**src/rtl/mem_loader.sv**
```systemverilog
// Host-side command sequencer for the CPU's external instruction/data SRAM ports.
// Executes one write, read or run-for-N-cycles command at a time and returns a single response.
module mem_loader #(
  parameter int RD_LAT = 1,
  parameter int CNT_W  = 32
) (
  input  logic              clk_i,
  input  logic              arst_i,
  input  logic              cmd_valid_i,
  output logic              cmd_ready_o,
  input  logic [2:0]        cmd_op_i,
  input  logic [63:0]       cmd_addr_i,
  input  logic [63:0]       cmd_wdata_i,
  output logic              rsp_valid_o,
  input  logic              rsp_ready_i,
  output logic [63:0]       rsp_data_o,
  output logic              rsp_err_o,
  output logic              enable_o,
  output logic [63:0]       addr_ext_o,
  output logic              wen_ext_o,
  output logic              ren_ext_o,
  output logic [31:0]       wdata_ext_o,
  input  logic [31:0]       rdata_ext_i,
  output logic [63:0]       addr_ext_2_o,
  output logic              wen_ext_2_o,
  output logic              ren_ext_2_o,
  output logic [63:0]       wdata_ext_2_o,
  input  logic [63:0]       rdata_ext_2_i
);

  localparam int LAT_W = 2;

  typedef enum logic [2:0] {
    S_IDLE,
    S_WRITE,
    S_READ,
    S_RUN,
    S_RESP
  } state_t;

  state_t             state_q;
  logic               dmem_q;
  logic [LAT_W-1:0]   rd_cnt_q;
  logic [CNT_W-1:0]   run_n_q;
  logic [CNT_W-1:0]   run_cnt_q;
  logic [CNT_W-1:0]   run_cnt_d;
  logic               enable_q;
  logic               wen_q, ren_q, wen2_q, ren2_q;
  logic [63:0]        addr_q, addr2_q;
  logic [31:0]        wdata_q;
  logic [63:0]        wdata2_q;
  logic               rsp_valid_q;
  logic [63:0]        rsp_data_q;
  logic               rsp_err_q;

  assign run_cnt_d = run_cnt_q + CNT_W'(1);

  always_ff @(posedge clk_i or posedge arst_i) begin
    if (arst_i) begin
      state_q     <= S_IDLE;
      dmem_q      <= 1'b0;
      rd_cnt_q    <= '0;
      run_n_q     <= '0;
      run_cnt_q   <= '0;
      enable_q    <= 1'b0;
      wen_q       <= 1'b0;
      ren_q       <= 1'b0;
      wen2_q      <= 1'b0;
      ren2_q      <= 1'b0;
      addr_q      <= '0;
      addr2_q     <= '0;
      wdata_q     <= '0;
      wdata2_q    <= '0;
      rsp_valid_q <= 1'b0;
      rsp_data_q  <= '0;
      rsp_err_q   <= 1'b0;
    end else begin
      case (state_q)
        S_IDLE: begin
          if (cmd_valid_i) begin
            dmem_q <= cmd_op_i[0];
            case (cmd_op_i)
              3'd0: begin
                state_q <= S_WRITE;
                wen_q   <= 1'b1;
                addr_q  <= cmd_addr_i;
                wdata_q <= cmd_wdata_i[31:0];
              end
              3'd1: begin
                state_q  <= S_WRITE;
                wen2_q   <= 1'b1;
                addr2_q  <= cmd_addr_i;
                wdata2_q <= cmd_wdata_i;
              end
              3'd2: begin
                state_q  <= S_READ;
                ren_q    <= 1'b1;
                addr_q   <= cmd_addr_i;
                rd_cnt_q <= LAT_W'(RD_LAT);
              end
              3'd3: begin
                state_q  <= S_READ;
                ren2_q   <= 1'b1;
                addr2_q  <= cmd_addr_i;
                rd_cnt_q <= LAT_W'(RD_LAT);
              end
              3'd4: begin
                state_q   <= S_RUN;
                run_n_q   <= cmd_wdata_i[CNT_W-1:0];
                run_cnt_q <= '0;
                enable_q  <= |cmd_wdata_i[CNT_W-1:0];
              end
              default: begin
                state_q     <= S_RESP;
                rsp_valid_q <= 1'b1;
                rsp_data_q  <= '0;
                rsp_err_q   <= 1'b1;
              end
            endcase
          end
        end
        S_WRITE: begin
          wen_q       <= 1'b0;
          wen2_q      <= 1'b0;
          state_q     <= S_RESP;
          rsp_valid_q <= 1'b1;
          rsp_data_q  <= '0;
          rsp_err_q   <= 1'b0;
        end
        S_READ: begin
          ren_q  <= 1'b0;
          ren2_q <= 1'b0;
          // rdata is valid in the cycle where the wait counter has reached zero
          if (rd_cnt_q == '0) begin
            state_q     <= S_RESP;
            rsp_valid_q <= 1'b1;
            rsp_data_q  <= dmem_q ? rdata_ext_2_i : {32'b0, rdata_ext_i};
            rsp_err_q   <= 1'b0;
          end else begin
            rd_cnt_q <= rd_cnt_q - LAT_W'(1);
          end
        end
        S_RUN: begin
          if (enable_q) begin
            run_cnt_q <= run_cnt_d;
            if (run_cnt_d == run_n_q) enable_q <= 1'b0;
          end else begin
            state_q     <= S_RESP;
            rsp_valid_q <= 1'b1;
            rsp_data_q  <= 64'(run_cnt_q);
            rsp_err_q   <= 1'b0;
          end
        end
        S_RESP: begin
          if (rsp_ready_i) begin
            rsp_valid_q <= 1'b0;
            state_q     <= S_IDLE;
          end
        end
        default: state_q <= S_IDLE;
      endcase
    end
  end

  // Held low for the whole reset pulse, not just until the first clock edge.
  assign cmd_ready_o   = (state_q == S_IDLE) && !arst_i;
  assign rsp_valid_o   = rsp_valid_q;
  assign rsp_data_o    = rsp_data_q;
  assign rsp_err_o     = rsp_err_q;
  assign enable_o      = enable_q;
  assign addr_ext_o    = addr_q;
  assign wen_ext_o     = wen_q;
  assign ren_ext_o     = ren_q;
  assign wdata_ext_o   = wdata_q;
  assign addr_ext_2_o  = addr2_q;
  assign wen_ext_2_o   = wen2_q;
  assign ren_ext_2_o   = ren2_q;
  assign wdata_ext_2_o = wdata2_q;

endmodule

```
**config.mk**
```make
export PLATFORM = sky130hd
export DESIGN_NAME = mem_loader
export DESIGN_NICKNAME = d
export VERILOG_FILES = /design/src/rtl/mem_loader.sv
export SDC_FILE = /design/constraint.sdc
export NUM_CORES = 1
export LEC_CHECK = 0
export ABC_AREA = 0
export BUFFER_PORTS_ARGS = -buffer_cell sky130_fd_sc_hd__buf_4
export CORE_AREA = 2 2 202 204
export CTS_CLUSTER_SIZE = 24
export DETAILED_ROUTE_END_ITERATION = 8
export DIE_AREA = 0 0 204 206
export PLACE_DENSITY = 0.63
export SLEW_MARGIN = 20
export SYNTH_ARGS = -nofsm -noshare
export SYNTH_HDL_FRONTEND = slang
export SYNTH_SLANG_ARGS = --single-unit
```
**constraint.sdc**
```tcl
create_clock -name clk_i -period 19.74 [get_ports clk_i]
set_input_delay 2.961 -clock clk_i [delete_from_list [all_inputs] [get_ports clk_i]]
set_output_delay 2.961 -clock clk_i [all_outputs]
set_load 0.05 [all_outputs]
```
==> metrics.txt, run 1 <==
status complete, no violations; IO Port Bufs between 500 and 600; area of the core between 0.04 and 0.05 mm2; Clk Latency, worst-skew pair 0.56 ns; Avg Inst Size Synth 12.5 um2; fin crit share around a third; aggregate global routing overflow 0; synth cell count leaders dfrtp_1, mux2_2, nand2_1; Cells after Synth 1269; final core utilization 53.9%; crit path time final 6.59 ns; Internal Power 2.30 mW; largest family of logic cells by synthesized area multiplexers; CP Max Fanout 2; most frequent CP cell buf_4; GRT Resource Usage Total 21.5%; FMAX between 150 and 200 MHz; Top delay family on crit path buffers and inverters; kind of critical path in -> out; Post-Route WL 46.7 mm; Comb pwr share 50.6%; clk slew on worst S/H paths 0.06 ns; design area about 0.022 mm2; post-synthesis mux area share 20.7%; vias in the first global route around 12000; Max Slew Vio Count 0; worst hold path type reg -> reg; DRC 0; ys flop type dfrtp_1; RePlAce Congestion about 0.82; initial core utilization between 30 and 40%; nets 2004; non-filler instance count after layout ~2300; Post-Synth XOR/XNOR Area under 10%; WL per Instance 20.0 um; first-pass GRT wire length 69.6 mm; # hold bufs at CTS 0; Critical path buffers and inverters 2; DR iter-0 viols 598; layout cells sized above 1 51.0%; initial antenna violation count 1; Rel. slew slack 34.6%; final-report hold violation count 0; NetSw 2.01 mW; DR pass1 iterations 5; worst vdd ir 0.141 mV; FFs w/ async S/R, synth 100%; TritonCTS clock tree yes; CTS root buf clkbuf_16; CP endpoint kind primary output; largest net degree at the start of global routing 131; via count approximately 12000; Resize count post-CTS 0; Sw Ratio 46.7%; Fin Clk Skew approximately 0.014 ns; cell accounting for the most synthesized area dfrtp_1; placed insts between 2000 and 2500; measured slew at the worst slew-check pin 0.981 ns; Distinct cells, synth 54; unrepaired setup endpoints after global routing no; Cell Chain, Critical Path buf_4, nor4_1, buf_4; clock sink total 365; post-synthesis compound-gate area fraction 7.70%; Die H 206 um; die extent in x 204 um; final-report setup violation count 0; cell with the most instances after synthesis dfrtp_1; Placement Cell Area 0.0202 mm2; post-detail-place hpwl 34.0 mm; clock share of power around 18%; Leak Pwr 9.97 nW; share of Yosys cell area claimed by the top area cell type between 50 and 60%; Synth Cell Area 0.0158 mm2; Die ar. roughly 0.042 mm2; Synth Warn # 0; I/O pin cnt 527; critical path arrival 3.63 ns; clock tree buffer depth 3; Worst Path Required ~17 ns; CP Launch Type input pin; CP max stage delay 0.27 ns; synth top area cells dfrtp_1, mux2_2, o21ai_0; vias per cell roughly 5.1; Num CTS Buffers 42; post-synthesis adder-cell area fraction 0.158%; Mapped Nets about 1500; Post-synth EDFFs 0; Max-Cap Viols 0; Post-Route Setup TNS 0 ns; Final ANT Viol Nets 0; num rows 74; Post-CTS Setup Bufs 0; Seq cells post-synth 365; CTS H-Tree Depth 2; Flop pwr share just over 30%; Max stage delay cell, worst path buf_4; area delta synth->final 37.0%; sequential fraction of the synthesis area 57.8%; Power Density 199 mW/mm2; total chip power 4.31 mW; simple-gate share of the synthesized area 8.46%
layout make-up:
class	instances	area, um2
Antenna cell	1	2.50
Inverter	6	30.0
Timing Repair Buffer	545	4120
Clock inverter	14	185
Clock buffer	62	1210
Tap cell	532	666
Sequential cell	365	9130
Multi-Input combinational cell	811	6320
Fill cell	3536	18500
worst paths after layout:
check | startpoint | endpoint | slack, ns | cells after the start
hold reg to reg | rd_cnt_q[0] | rd_cnt_q[0] | 0.45 | 1
min in group asynchronous | arst_i | rsp_data_o[39] | 2.61 | 2
setup / recovery | arst_i | cmd_ready_o | 13.15 | 3
max in group asynchronous | arst_i | addr_ext_2_o[31] | 15.11 | 4
hold / removal | rd_cnt_q[0] | rd_cnt_q[0] | 0.45 | 1
setup reg to reg | state_q[0] | wdata_ext_2_o[2] | 16.42 | 8
power by group through the flow:
stage	combinational (mW)	sequential, mW	clock (mW)
detailed placement	2.19	1.35	0
floorplan	0.579	2.25	0
global placement	2.17	1.33	0
global route	2.28	1.39	0.837
CTS	2.19	1.34	0.810
finish	2.18	1.34	0.788
layout by cell type (no fill, tap or decap), types with 5 or more instances in the layout:
cell       instances
o31ai_1           19
and2_1            11
clkinv_2           6
nor4_1            12
mux2_2           291
o21ai_0          113
a21oi_1           16
nand4_1           17
dfrtp_1          365
nor3_1             5
inv_1              5
clkbuf_1          13
nor2b_1            5
buf_4            543
a31oi_1            7
xor2_1            16
and3_1             7
a22oi_1           32
clkbuf_8           6
and4_1             6
xnor2_1           29
nand2_1          126
nor2_1            32
nand3_1           16
clkbuf_16         43
routing by layer:
| layer | vias to the layer above | global-route usage (%) | wire length [um] |
|---|---|---|---|
| met5 | - | 0 | 0 |
| met4 | 0 | 8.93 | 1620 |
| met3 | 89 | 5.96 | 3720 |
| met2 | 446 | 34.6 | 22000 |
| met1 | 5916 | 27.3 | 19300 |
| li1 | 5560 | - | - |
registers in the layout, summed over array words and instances, names as in the netlist, 2 cells and up:
register and count:
state_q 3, rsp_data_o 64, wdata_ext_o 32, addr_ext_2_o 64, rd_cnt_q 2, run_cnt_q 32
wdata_ext_2_o 64, addr_ext_o 64, run_n_q 32
cell families (layout without fill, tap and decap cells):
kind of cell,after synthesis,after routing
multiplexers,291,291
XOR/XNOR,46,46
AND/OR/NAND/NOR,269,269
flip-flops,365,365
other,0,1
adder cells (fa/ha/maj),2,2
AO/OA/AOI/OAI,203,203
buffers and inverters,93,627
worst reg2reg max path: stages, from the launching register on:
cell,delay [ns]
dfrtp_1,0.50
nor2_1,0.37
nand3b_1,0.30
nor2_1,0.28
nand2_2,0.07
buf_4,0.35
nor2_4,0.17
buf_4,0.70
mux2_2,0.47
stage by stage:
step           setup WS (ns)  hold WS, ns
2_1_floorplan           6.65        0.415
3_3_place_gp           13.25        0.428
3_5_place_dp           13.14        0.433
4_1_cts                13.14        0.447
5_1_grt                13.14        0.473
6_report               13.15        0.454
Power figures use the tool's default switching activity.
==> inputs of run 2 (changes only) <==
==> constraint.sdc (replaced) <==
create_clock -name clk_i -period 6.6 [get_ports clk_i]
set_input_delay 0.99 -clock clk_i [delete_from_list [all_inputs] [get_ports clk_i]]
set_output_delay 0.99 -clock clk_i [all_outputs]
set_load 0.05 [all_outputs]
==> run 2 against run 1 <==
Against the previous run: clock power rose to 2.9 times the previous value; critical endpoint is now wdata_ext_2_o[17]; count of clock-buffer cells in the layout shrank 1; largest power group unchanged; routed wire length rose by 0.41%.
==> metrics.txt, run 2 (synthesis results as in run 1) <==
status complete, no violations; CP Launch Type register; Max-Cap Viols 0; I/O pin cnt 527; n_diodes 0; clock sink total 365; final-report hold violation count 0; crit path time final 3.37 ns; die extent in x 204 um; WL per Instance 20.1 um; most common cell after layout, fill and taps aside buf_4; most frequent cells in the layout buf_4, dfrtp_1, mux2_2; num rows 74; CTS root buf clkbuf_16; GRT Resource Usage Total 21.6%; nets around 2000; first-pass GRT wire length 70.5 mm; kind of critical path reg -> reg; # hold bufs at CTS 0; Rel. slew slack between 30% and 40%; design area 0.0216 mm2; FMAX 297 MHz; critical path arrival approximately 3.8 ns; final-report setup violation count 0; non-filler instance count after layout roughly 2300; largest net degree at the start of global routing between 150 and 200; Post-Route Setup TNS 0 ns; initial antenna violation count 0; layout cells sized above 1 about half; Post-Route WL approximately 47 mm; placed insts 2256; Leak Pwr 9.96 nW; initial core utilization 39.3%; Worst Path Required 7.03 ns; fin crit share 51.0%; DR iter-0 viols 731; post-detail-place hpwl 34.0 mm; clk slew on worst S/H paths 0.06 ns; CTS H-Tree Depth 2; Die H around 210 um; Post-CTS Setup Bufs 0; CP endpoint kind register; worst hold path type reg -> reg; Fin Clk Skew between 0.01 and 0.015 ns; DRC 0; Final ANT Viol Nets 0; Resize count post-CTS 0; Num CTS Buffers 41; unrepaired setup endpoints after global routing no; via count 11900; DR pass1 iterations 5; vias per cell 5.11; Clk Latency, worst-skew pair 0.56 ns; Power Density 594 mW/mm2; area of the core 0.0402 mm2; RePlAce Congestion 0.837; Die ar. 0.0420 mm2; Max Slew Vio Count 0; worst vdd ir just over 0.4 mV; measured slew at the worst slew-check pin 1.01 ns; IO Port Bufs 526; aggregate global routing overflow 0; CP Max Fanout 35; TritonCTS clock tree yes; final core utilization 53.8%; vias in the first global route 12100; Placement Cell Area 0.0202 mm2; area delta synth->final 36.9%; clock tree buffer depth 3
==> run 2: layout make-up <==
class	count	area [um2]
fill	3565	18600
sequential	365	9130
multi-input combinational	811	6320
timing repair buffer	544	4140
clock buffer	61	1210
tap	532	666
clock inverter	14	134
inverter	6	26.3
==> run 2: where the power goes <==
part | leakage, nW | total (mW) | switching, mW | internal (mW)
Combinational | 4.73 | 6.53 | 4.34 | 2.19
Clock | 0.666 | 2.29 | 0.931 | 1.35
Sequential | 4.56 | 4.03 | 0.779 | 3.25
Total | 9.96 | 12.9 | 6.05 | 6.80
==> run 2: final timing paths <==
path | endpoint | slack, ns | cells after the start | startpoint
max | wdata_ext_2_o[17] | 3.23 | 7 | state_q[0]
min | rd_cnt_q[0] | 0.45 | 1 | rd_cnt_q[0]
max reg2reg | wdata_ext_2_o[17] | 3.23 | 7 | state_q[0]
min reg2reg | rd_cnt_q[0] | 0.45 | 1 | rd_cnt_q[0]
max in group asynchronous | addr_ext_o[40] | 5.03 | 4 | arst_i
min in group asynchronous | ren_ext_o | 0.61 | 3 | arst_i
==> run 2: layer usage <==
| layer | GRT usage, % | share of wire (%) | routed length [um] | up-vias |
|---|---|---|---|---|
| met5 | 0 | 0 | 0 | - |
| met4 | 6.63 | 2.2 | 1050 | 0 |
| met3 | 6.64 | 8.0 | 3740 | 67 |
| met2 | 35.2 | 48 | 22300 | 421 |
| met1 | 27.8 | 42 | 19800 | 5888 |
| li1 | - | - | - | 5537 |
==> run 2: critical path: stages, from the launching register on <==
cell and delay, ns:
dfrtp_1 0.48, nor2_1 0.34, nand3b_1 0.31, nor2_1 0.27, nand2_2 0.11, nor2_4 0.76, buf_4 0.52, mux2_2 0.39
==> run 2: through the flow <==
stage	power (mW)	hold slack [ns]	setup slack, ns
after floorplan	8.46	0.415	0.714
final	12.9	0.449	3.23
after global placement	10.5	0.427	3.09
after detailed placement	10.6	0.439	3.03
after global routing	13.5	0.480	2.94
after CTS	13.0	0.447	3.23
